## src/rtl/mskand_hpc3o_sched.sv

```systemverilog
// Round-robin scheduler sharing one latency-1 masked AND gadget (HPC3o type)
// among NREQ requesters. Each issued operation consumes one randomness word,
// produces the one-cycle-delayed ina_prev copy for the gadget, and returns the
// tagged result through a 2-entry in-order response FIFO.
//
// Ports:
//   clk, rst                 clock, synchronous active-high reset
//   req_valid/req_ready      per-requester request / one-hot grant
//   req_a, req_b             packed sharings, requester k at [k*d +: d]
//   rnd_valid/rnd_ready/rnd_in  PRNG word handshake
//   g_ina, g_inb, g_ina_prev, g_rnd, g_out   shared gadget interface
//   rsp_valid/rsp_ready, rsp_id, rsp_out     response FIFO head

`ifndef DEFAULTSHARES
`define DEFAULTSHARES 2
`endif

module mskand_hpc3o_sched #(
    parameter int unsigned d    = `DEFAULTSHARES,
    parameter int unsigned NREQ = 4,
    parameter int unsigned RNDW = d * (d - 1),
    parameter int unsigned IDW  = $clog2(NREQ)
) (
    input  logic                clk,
    input  logic                rst,
    input  logic [NREQ-1:0]     req_valid,
    output logic [NREQ-1:0]     req_ready,
    input  logic [NREQ*d-1:0]   req_a,
    input  logic [NREQ*d-1:0]   req_b,
    input  logic                rnd_valid,
    output logic                rnd_ready,
    input  logic [RNDW-1:0]     rnd_in,
    output logic [d-1:0]        g_ina,
    output logic [d-1:0]        g_inb,
    output logic [d-1:0]        g_ina_prev,
    output logic [RNDW-1:0]     g_rnd,
    input  logic [d-1:0]        g_out,
    output logic                rsp_valid,
    input  logic                rsp_ready,
    output logic [IDW-1:0]      rsp_id,
    output logic [d-1:0]        rsp_out
);

    logic [IDW-1:0] ptr_q, ptr_d;
    logic           s1_valid_q;
    logic [IDW-1:0] s1_id_q;
    logic [d-1:0]   s1_a_q;

    logic [1:0]     count_q;
    logic [IDW-1:0] ent_id_q  [2];
    logic [d-1:0]   ent_out_q [2];

    logic           found;
    logic [IDW-1:0] grant;
    int unsigned    idx;
    logic           rsp_fire;
    logic [2:0]     occ;
    logic           issue;
    logic           push;

    assign rsp_fire = rsp_valid & rsp_ready;
    // Slots committed for future responses: FIFO entries plus the op in S1.
    assign occ      = 3'(count_q) + 3'(s1_valid_q);
    assign issue    = !rst && (|req_valid) && rnd_valid && (occ < (3'd2 + 3'(rsp_fire)));
    assign push     = s1_valid_q;

    // First valid requester scanning from ptr upward, wrapping at NREQ.
    always_comb begin
        found = 1'b0;
        grant = '0;
        idx   = 0;
        for (int unsigned i = 0; i < NREQ; i++) begin
            idx = (32'(ptr_q) + i) % NREQ;
            if (!found && req_valid[IDW'(idx)]) begin
                found = 1'b1;
                grant = IDW'(idx);
            end
        end
    end

    always_comb begin
        req_ready = '0;
        rnd_ready = 1'b0;
        g_ina     = '0;
        g_inb     = '0;
        g_rnd     = '0;
        ptr_d     = ptr_q;
        if (issue) begin
            req_ready[grant] = 1'b1;
            rnd_ready        = 1'b1;
            g_ina            = req_a[32'(grant) * d +: d];
            g_inb            = req_b[32'(grant) * d +: d];
            g_rnd            = rnd_in;
            ptr_d            = (grant == IDW'(NREQ - 1)) ? '0 : grant + 1'b1;
        end
    end

    assign g_ina_prev = s1_a_q;
    assign rsp_valid  = (count_q != 2'd0);
    assign rsp_id     = ent_id_q[0];
    assign rsp_out    = ent_out_q[0];

    always_ff @(posedge clk) begin
        if (rst) begin
            ptr_q      <= '0;
            s1_valid_q <= 1'b0;
            s1_id_q    <= '0;
            s1_a_q     <= '0;
        end else begin
            ptr_q      <= ptr_d;
            s1_valid_q <= issue;
            s1_id_q    <= issue ? grant : '0;
            s1_a_q     <= issue ? g_ina : '0;
        end
    end

    // Head lives in entry 0; a pop shifts entry 1 down.
    always_ff @(posedge clk) begin
        if (rst) begin
            count_q <= 2'd0;
            for (int i = 0; i < 2; i++) begin
                ent_id_q[i]  <= '0;
                ent_out_q[i] <= '0;
            end
        end else begin
            case ({push, rsp_fire})
                2'b10: begin
                    if (count_q == 2'd0) begin
                        ent_id_q[0]  <= s1_id_q;
                        ent_out_q[0] <= g_out;
                    end else begin
                        ent_id_q[1]  <= s1_id_q;
                        ent_out_q[1] <= g_out;
                    end
                    count_q <= count_q + 2'd1;
                end
                2'b01: begin
                    ent_id_q[0]  <= ent_id_q[1];
                    ent_out_q[0] <= ent_out_q[1];
                    ent_id_q[1]  <= '0;
                    ent_out_q[1] <= '0;
                    count_q      <= count_q - 2'd1;
                end
                2'b11: begin
                    if (count_q == 2'd1) begin
                        ent_id_q[0]  <= s1_id_q;
                        ent_out_q[0] <= g_out;
                    end else begin
                        ent_id_q[0]  <= ent_id_q[1];
                        ent_out_q[0] <= ent_out_q[1];
                        ent_id_q[1]  <= s1_id_q;
                        ent_out_q[1] <= g_out;
                    end
                end
                default: ;
            endcase
        end
    end

    // The issue rule reserves space, so a push into a full FIFO is a design bug.
    always_ff @(posedge clk) begin
        if (!rst) begin
            assert (!(push && !rsp_fire && count_q == 2'd2));
        end
    end

endmodule

```

## config.mk

```make
export PLATFORM = sky130hd
export DESIGN_NAME = mskand_hpc3o_sched
export DESIGN_NICKNAME = d
export VERILOG_FILES = /design/src/rtl/mskand_hpc3o_sched.sv
export SDC_FILE = /design/constraint.sdc
export NUM_CORES = 1
export LEC_CHECK = 0
export ABC_AREA = 0
export CAP_MARGIN = 20
export CORE_MARGIN = 10
export CORE_UTILIZATION = 35
export DETAILED_ROUTE_END_ITERATION = 8
export PLACE_DENSITY = 0.67
export SYNTH_ARGS = -nofsm -noshare
export SYNTH_HDL_FRONTEND = slang
export SYNTH_SLANG_ARGS = --single-unit
```

## constraint.sdc

```tcl
create_clock -name clk -period 5.4 [get_ports clk]
set_clock_uncertainty 0.15 [all_clocks]
set_input_delay 0.81 -clock clk [delete_from_list [all_inputs] [get_ports clk]]
set_output_delay 0.81 -clock clk [all_outputs]
set_load 0.01 [all_outputs]
```

Yosys cells after proc, flatten, opt, wreduce, memory -nomap -nowiden
Memory sizes are Yosys's and may differ from the RTL's.
Index checks and enable logic that the tools add are counted.
{"block": "totals", "ff_bits": 9, "ramBits": 8, "in_bits": 28, "output_inout_bits": 18, "word_cells": 120, "memories": 2}
{"memory": "ent_id_q", "depth": 2, "width": 2, "rd": 2, "rd_ports_with_merged_regs": 0, "wr": 2, "line_no": "50", "text": "logic [IDW-1:0] ent_id_q [2];"}
{"memory": "ent_out_q", "depth": 2, "width": 2, "rd": 2, "rd_ports_with_merged_regs": 0, "wr": 2, "line_no": "51", "text": "logic [d-1:0] ent_out_q [2];"}
{"block": "op_classes", "add_sub_neg": 8, "magnitude_cmp": 7, "n_eq_ne": 5, "shift": 2, "n_mux": 59, "bitwise_logic": 16, "n_reduce_logical": 16}
{"op": "$mux W2", "n": 22}
{"op": "$mux W1", "n": 30}
{"op": "$shiftx A8 B4 Y2", "n": 2}
{"op": "$lt A2 B3 Y1 const B", "n": 5}
{"op": "$or A1 B1 Y1", "n": 14}
{"op": "$bmux W1 S2", "n": 4}
{"op": "$logic_and A1 B1 Y1", "n": 7}
{"op": "$add A2 B1 Y2 const B", "n": 3}
{"op": "$eq A2 B2 Y1 const B", "n": 3}
{"op": "$add A2 B2 Y2 const B", "n": 2}
{"op": "$eq A2 B1 Y1 const B", "n": 2}
{"op": "$logic_not A1 Y1", "n": 4}
{"op": "$mux W4", "n": 1}
{"op": "$pmux W2 S2", "n": 1}
{"op": "$reduce_bool A2 Y1", "n": 2}
{"op": "$reduce_or A4 Y1", "n": 1}
{"op": "$add A2 B1 Y3", "n": 1}
{"op": "$add A2 B1 Y3 const A", "n": 1}
{"op": "$lt A3 B3 Y1", "n": 1}
{"op": "$demux W1 S2", "n": 1}
{"op": "$ge A2 B1 Y1 const B", "n": 1}
{"op": "$logic_not A2 Y1", "n": 1}
{"op": "$reduce_or A2 Y1", "n": 1}
{"op": "$sub A2 B1 Y2 const B", "n": 1}
{"op": "other kinds (2)", "n": 2}

Depth between registers and ports, before layout
{"block": "depth", "word_depth": 17, "mapped_depth": 9}

Worst setup path after synthesis
Ideal clock, no wire load.
{"block": "synth_timing", "path_kind": "input port to output port", "start": "input port req_valid[2]", "end": "output port req_ready[3]", "t_arrival_ns": 1.874, "required_ns": 4.440, "slack_ns": 2.566, "path_stages": 7, "n_path_buf": 1, "cell_sequence": "nor2b_1 -> a21boi_4 -> o32ai_4 -> buf_8 -> inv_1 -> ha_1 -> and2_1"}
{"block": "synth_via", "elab_chain_len": 17}
{"element": "start: declaration", "line_no": "26", "text": "input logic [NREQ-1:0] req_valid,"}
{"element": "$bmux W1 S2", "line_no": "74", "text": "if (!found && req_valid[IDW'(idx)]) begin"}
{"element": "$mux W1 (not written as such)", "line_no": "74"}
{"element": "$mux W1", "line_no": "74"}
{"element": "$logic_not A1 Y1", "line_no": "74"}
{"element": "$logic_and A1 B1 Y1", "line_no": "74"}
{"element": "$mux W1", "line_no": "74"}
{"element": "$logic_not A1 Y1", "line_no": "74"}
{"element": "$logic_and A1 B1 Y1", "line_no": "74"}
{"element": "(+2 left out)"}
{"element": "$logic_and A1 B1 Y1", "line_no": "74"}
{"element": "$mux W2 (*)", "line_no": "74"}
{"element": "named net grant[1]", "line_no": "54", "text": "logic [IDW-1:0] grant;"}
{"element": "$lt A2 B3 Y1 (not written as such) / $ge A2 B1 Y1 (equally long branches)", "line_no": "89", "text": "req_ready[grant] = 1'b1;"}
{"element": "$logic_and A1 B1 Y1 (not written as such)", "line_no": "89"}
{"element": "$mux W1 (not written as such)", "line_no": "89"}
{"element": "$demux W1 S2 (*)", "line_no": "89"}
{"element": "$mux W4 (*)", "line_no": "88", "text": "if (issue) begin"}
{"element": "end: declaration", "line_no": "27", "text": "output logic [NREQ-1:0] req_ready,"}
Mark *: on every way through the listed nets, which the timed path passes. The rest lies on a longest branch. The select of a mux whose other input is x is not followed.

Worst setup path in the final report
Same ends and word-level chain as after synthesis.

==> flow_summary.yaml <==
synthesis:
  syn_inst: 114
  async_flop_share: 0
  syn_area_um2: 1160
  synth_most_common_cell: "inv_1"
  synthAdderAreaFrac: 0.119
  synth_top_family_by_area: "compound AO/OA/AOI/OAI gates"
  synthSimpleGateAreaFrac: 0.159
  synth_common_cells: "inv_1, ha_1, and2_1"
  synth_cell_types: 34
  syn_nets: 153
  synth_edf_count: 8
  ys_seq_area_frac: 0.363
  synth_seq_cells: 17
  ys.flop_type: "dfxtp_1"
  synth-xor-area-share: 0.0151
  synth_top_cell_area_share: 0.207
  synth_mux_area_frac: 0.0778
  yosysTopAreaCell: "edfxtp_1"
  synthTopCellsByArea: "edfxtp_1, dfxtp_1, ha_1, mux2i_1, and2_1"
  synth-compound-area-share: 0.168
  yosys_warnings: 0
  syn_avg_cell_area_um2: 10.2
worst_setup_path:
  cp_max_fo: 12
  path_delay_family: "buffers and inverters"
  cp_num_buf_inv: 3
  cp-end-kind: "output pin"
  critPathLaunchType: "input pin"
  cp_cell_sequence: "clkdlybuf4s50_1 -> nor2b_1 -> a21boi_4 -> o32ai_4 -> inv_1 -> ha_1 -> and2_1 -> clkdlybuf4s50_1"
  critPathMaxStageDelay_ns: 0.56
  rrSetupSlack_ns: 3.18
  worstPathRequired_ns: 4.44
  cp_slowest_cell: "o32ai_4"
  crit_type: "input pin to output pin"
  crit_arrival_ns: 3.07
  critPathMostFrequentCell: "clkdlybuf4s50_1"
layout:
  fill_cells: 293
  design_area_um2: 1630
  syn2layout_area_growth_pct: 40.7
  layout-drive-gt1-share: 0.0962
  fin_nets: 196
  fin_util: 0.525
  multi_input_area_um2: 624
  seq_area_um2: 420
  antenna_cells: 0
  stdcell_count: 200
floorplan:
  rows: 20
  die_h_um: 77.5
  io_pins: 46
  core_um2: 3100
  die_x_um: 77.5
  start_util: 0.373
  die_area_um2: 6010
place:
  hpwl_um: 2210
  placed_area_um2: 1600
  place_ws_ns: 1.34
  globalplace.congestion: 0.689
  dp_cells: 196
  io_buffers: 45
pwr:
  p_leak_uw: 0.000709
  p_sw_uw: 176
  p_clk_frac: 0.131
  peakVddDrop_mv: 0.107
  power_density_nw_per_um2: 309
  p_comb_frac: 0.492
  pwr-share-seq: 0.378
  p_sw_frac: 0.349
  intPower_uw: 328
timing:
  finalSetupViolCount: 0
  fmax_mhz: 248
  finalHoldViolCount: 0
  rsz0062_at_grt: "false"
  worst_slack_ns: 1.37
  period_minus_slack_ns: 4.03
  report.final.slew_viol_count: 0
  worst-slew-pin-transition_ns: 0.642
  fin_crit_sh: 0.747
  slew_headroom: 0.572
  setup_tns_ns: 0
cts:
  clk_pin_slew_ns: 0.10
  cts_resized: 0
  cts.htree.levels: 1
  holdBufCountCts: 0
  numClockSinks: 17
  numCtsBuffers: 3
  clock_latency_ns: 0.29
  ctsRootBufferMaster: "clkbuf_4"
  cts_tree: "built"
  post_cts_buffers: 0
  clock_path_buffers: 2
route:
  wl_met1_um: 922
  top_layer: "met4"
  avgRoutedWirePerCell_um: 12.7
  vias_per_cell: 4.58
  antenna_left: 0
  firstDrtPassIters: 4
  drt-total-wl_um: 2540
  wl_met2_um: 1160
  dr_wl_met3_um: 442
  drtIter0Drc: 26
  post-route-drc-count: 0
  num_vias: 915
global_route:
  grt-ovfl-total: 0
  grt_pass1_wl_um: 4440
  grt_usage: 0.0890
  grt_max_degree: 13
  antenna_found_initial: 0
  grt_pass1_vias: 1002
min_path:
  hp-class: "flop to flop"
job:
  maxCapViolCount: 0
run_status:
  status: "finished clean"
-- per-stage QoR --
stage	hold slack, ns	power, uW
3_5_place_dp	0.377	444
5_1_grt	0.404	547
6_report	0.380	503
2_1_floorplan	0.335	357
3_3_place_gp	0.364	437
4_1_cts	0.393	513
-- area by class of cell --
type                            count  area share
Clock buffer                        3      0.0138
Timing Repair Buffer               45       0.276
Multi-Input combinational cell     76       0.383
Inverter                           14      0.0322
Clock inverter                      1     0.00307
Sequential cell                    17       0.258
Tap cell                           44      0.0338
-- final timing paths --
check                                   from         endpoint  cells after the start
worst max-delay path            req_valid[2]     req_ready[3]                      8
worst min-delay path              s1_id_q[0]   ent_id_q[0][2]                      1
worst max register to register    count_q[0]  ent_out_q[0][1]                      8
worst min register to register    s1_id_q[0]   ent_id_q[0][2]                      1
-- worst register-to-register path, stage by stage, from the launching register on --
cell,delay [ns]
dfxtp_1,0.41
inv_1,0.07
ha_1,0.23
nand2b_1,0.20
inv_1,0.09
ha_1,0.22
nor2_1,0.09
nor3b_1,0.40
a22o_1,0.22
-- power by group through the flow --
stage / Combinational, uW / Clock [uW] / Sequential, uW
after global routing: 277 / 74.9 / 195
after CTS: 251 / 71.7 / 190
after detailed placement: 251 / 0 / 193
after global placement: 245 / 0 / 192
final: 248 / 65.8 / 190
after floorplan: 166 / 0 / 190
-- routing by layer --
layer  global-route usage  vias to the layer above
li1                     -                      476
met1               0.0800                      398
met2                0.143                       39
met3               0.0737                        2
met4               0.0401                        0
met5                    0                        -
-- registers in the layout, summed over array words and instances (netlist names) --
signal and flops:
count_q 2, ptr_q 2, g_ina_prev 2, push 1
ent_out_q 4, s1_id_q 2, ent_id_q 4
-- cells by family (layout without fill, tap and decap cells) --
family / after synthesis / after routing
buf+inv: 21 / 63
xor+xnor: 2 / 2
mux: 9 / 9
compound gates: 23 / 23
simple gates: 31 / 31
fa+ha+maj: 11 / 11
flops: 17 / 17
-- placed cells by master (no fill, tap or decap), types with 3 or more instances in the layout --
cell              n
edfxtp_1          8
a21oi_1           3
and2_1           10
ha_1             11
clkbuf_4          3
a22o_1            4
clkdlybuf4s50_1  45
dfxtp_1           9
nor2_1            8
mux2i_1           9
inv_1            12
o22ai_1           6
(Power assumes the default switching activity.)
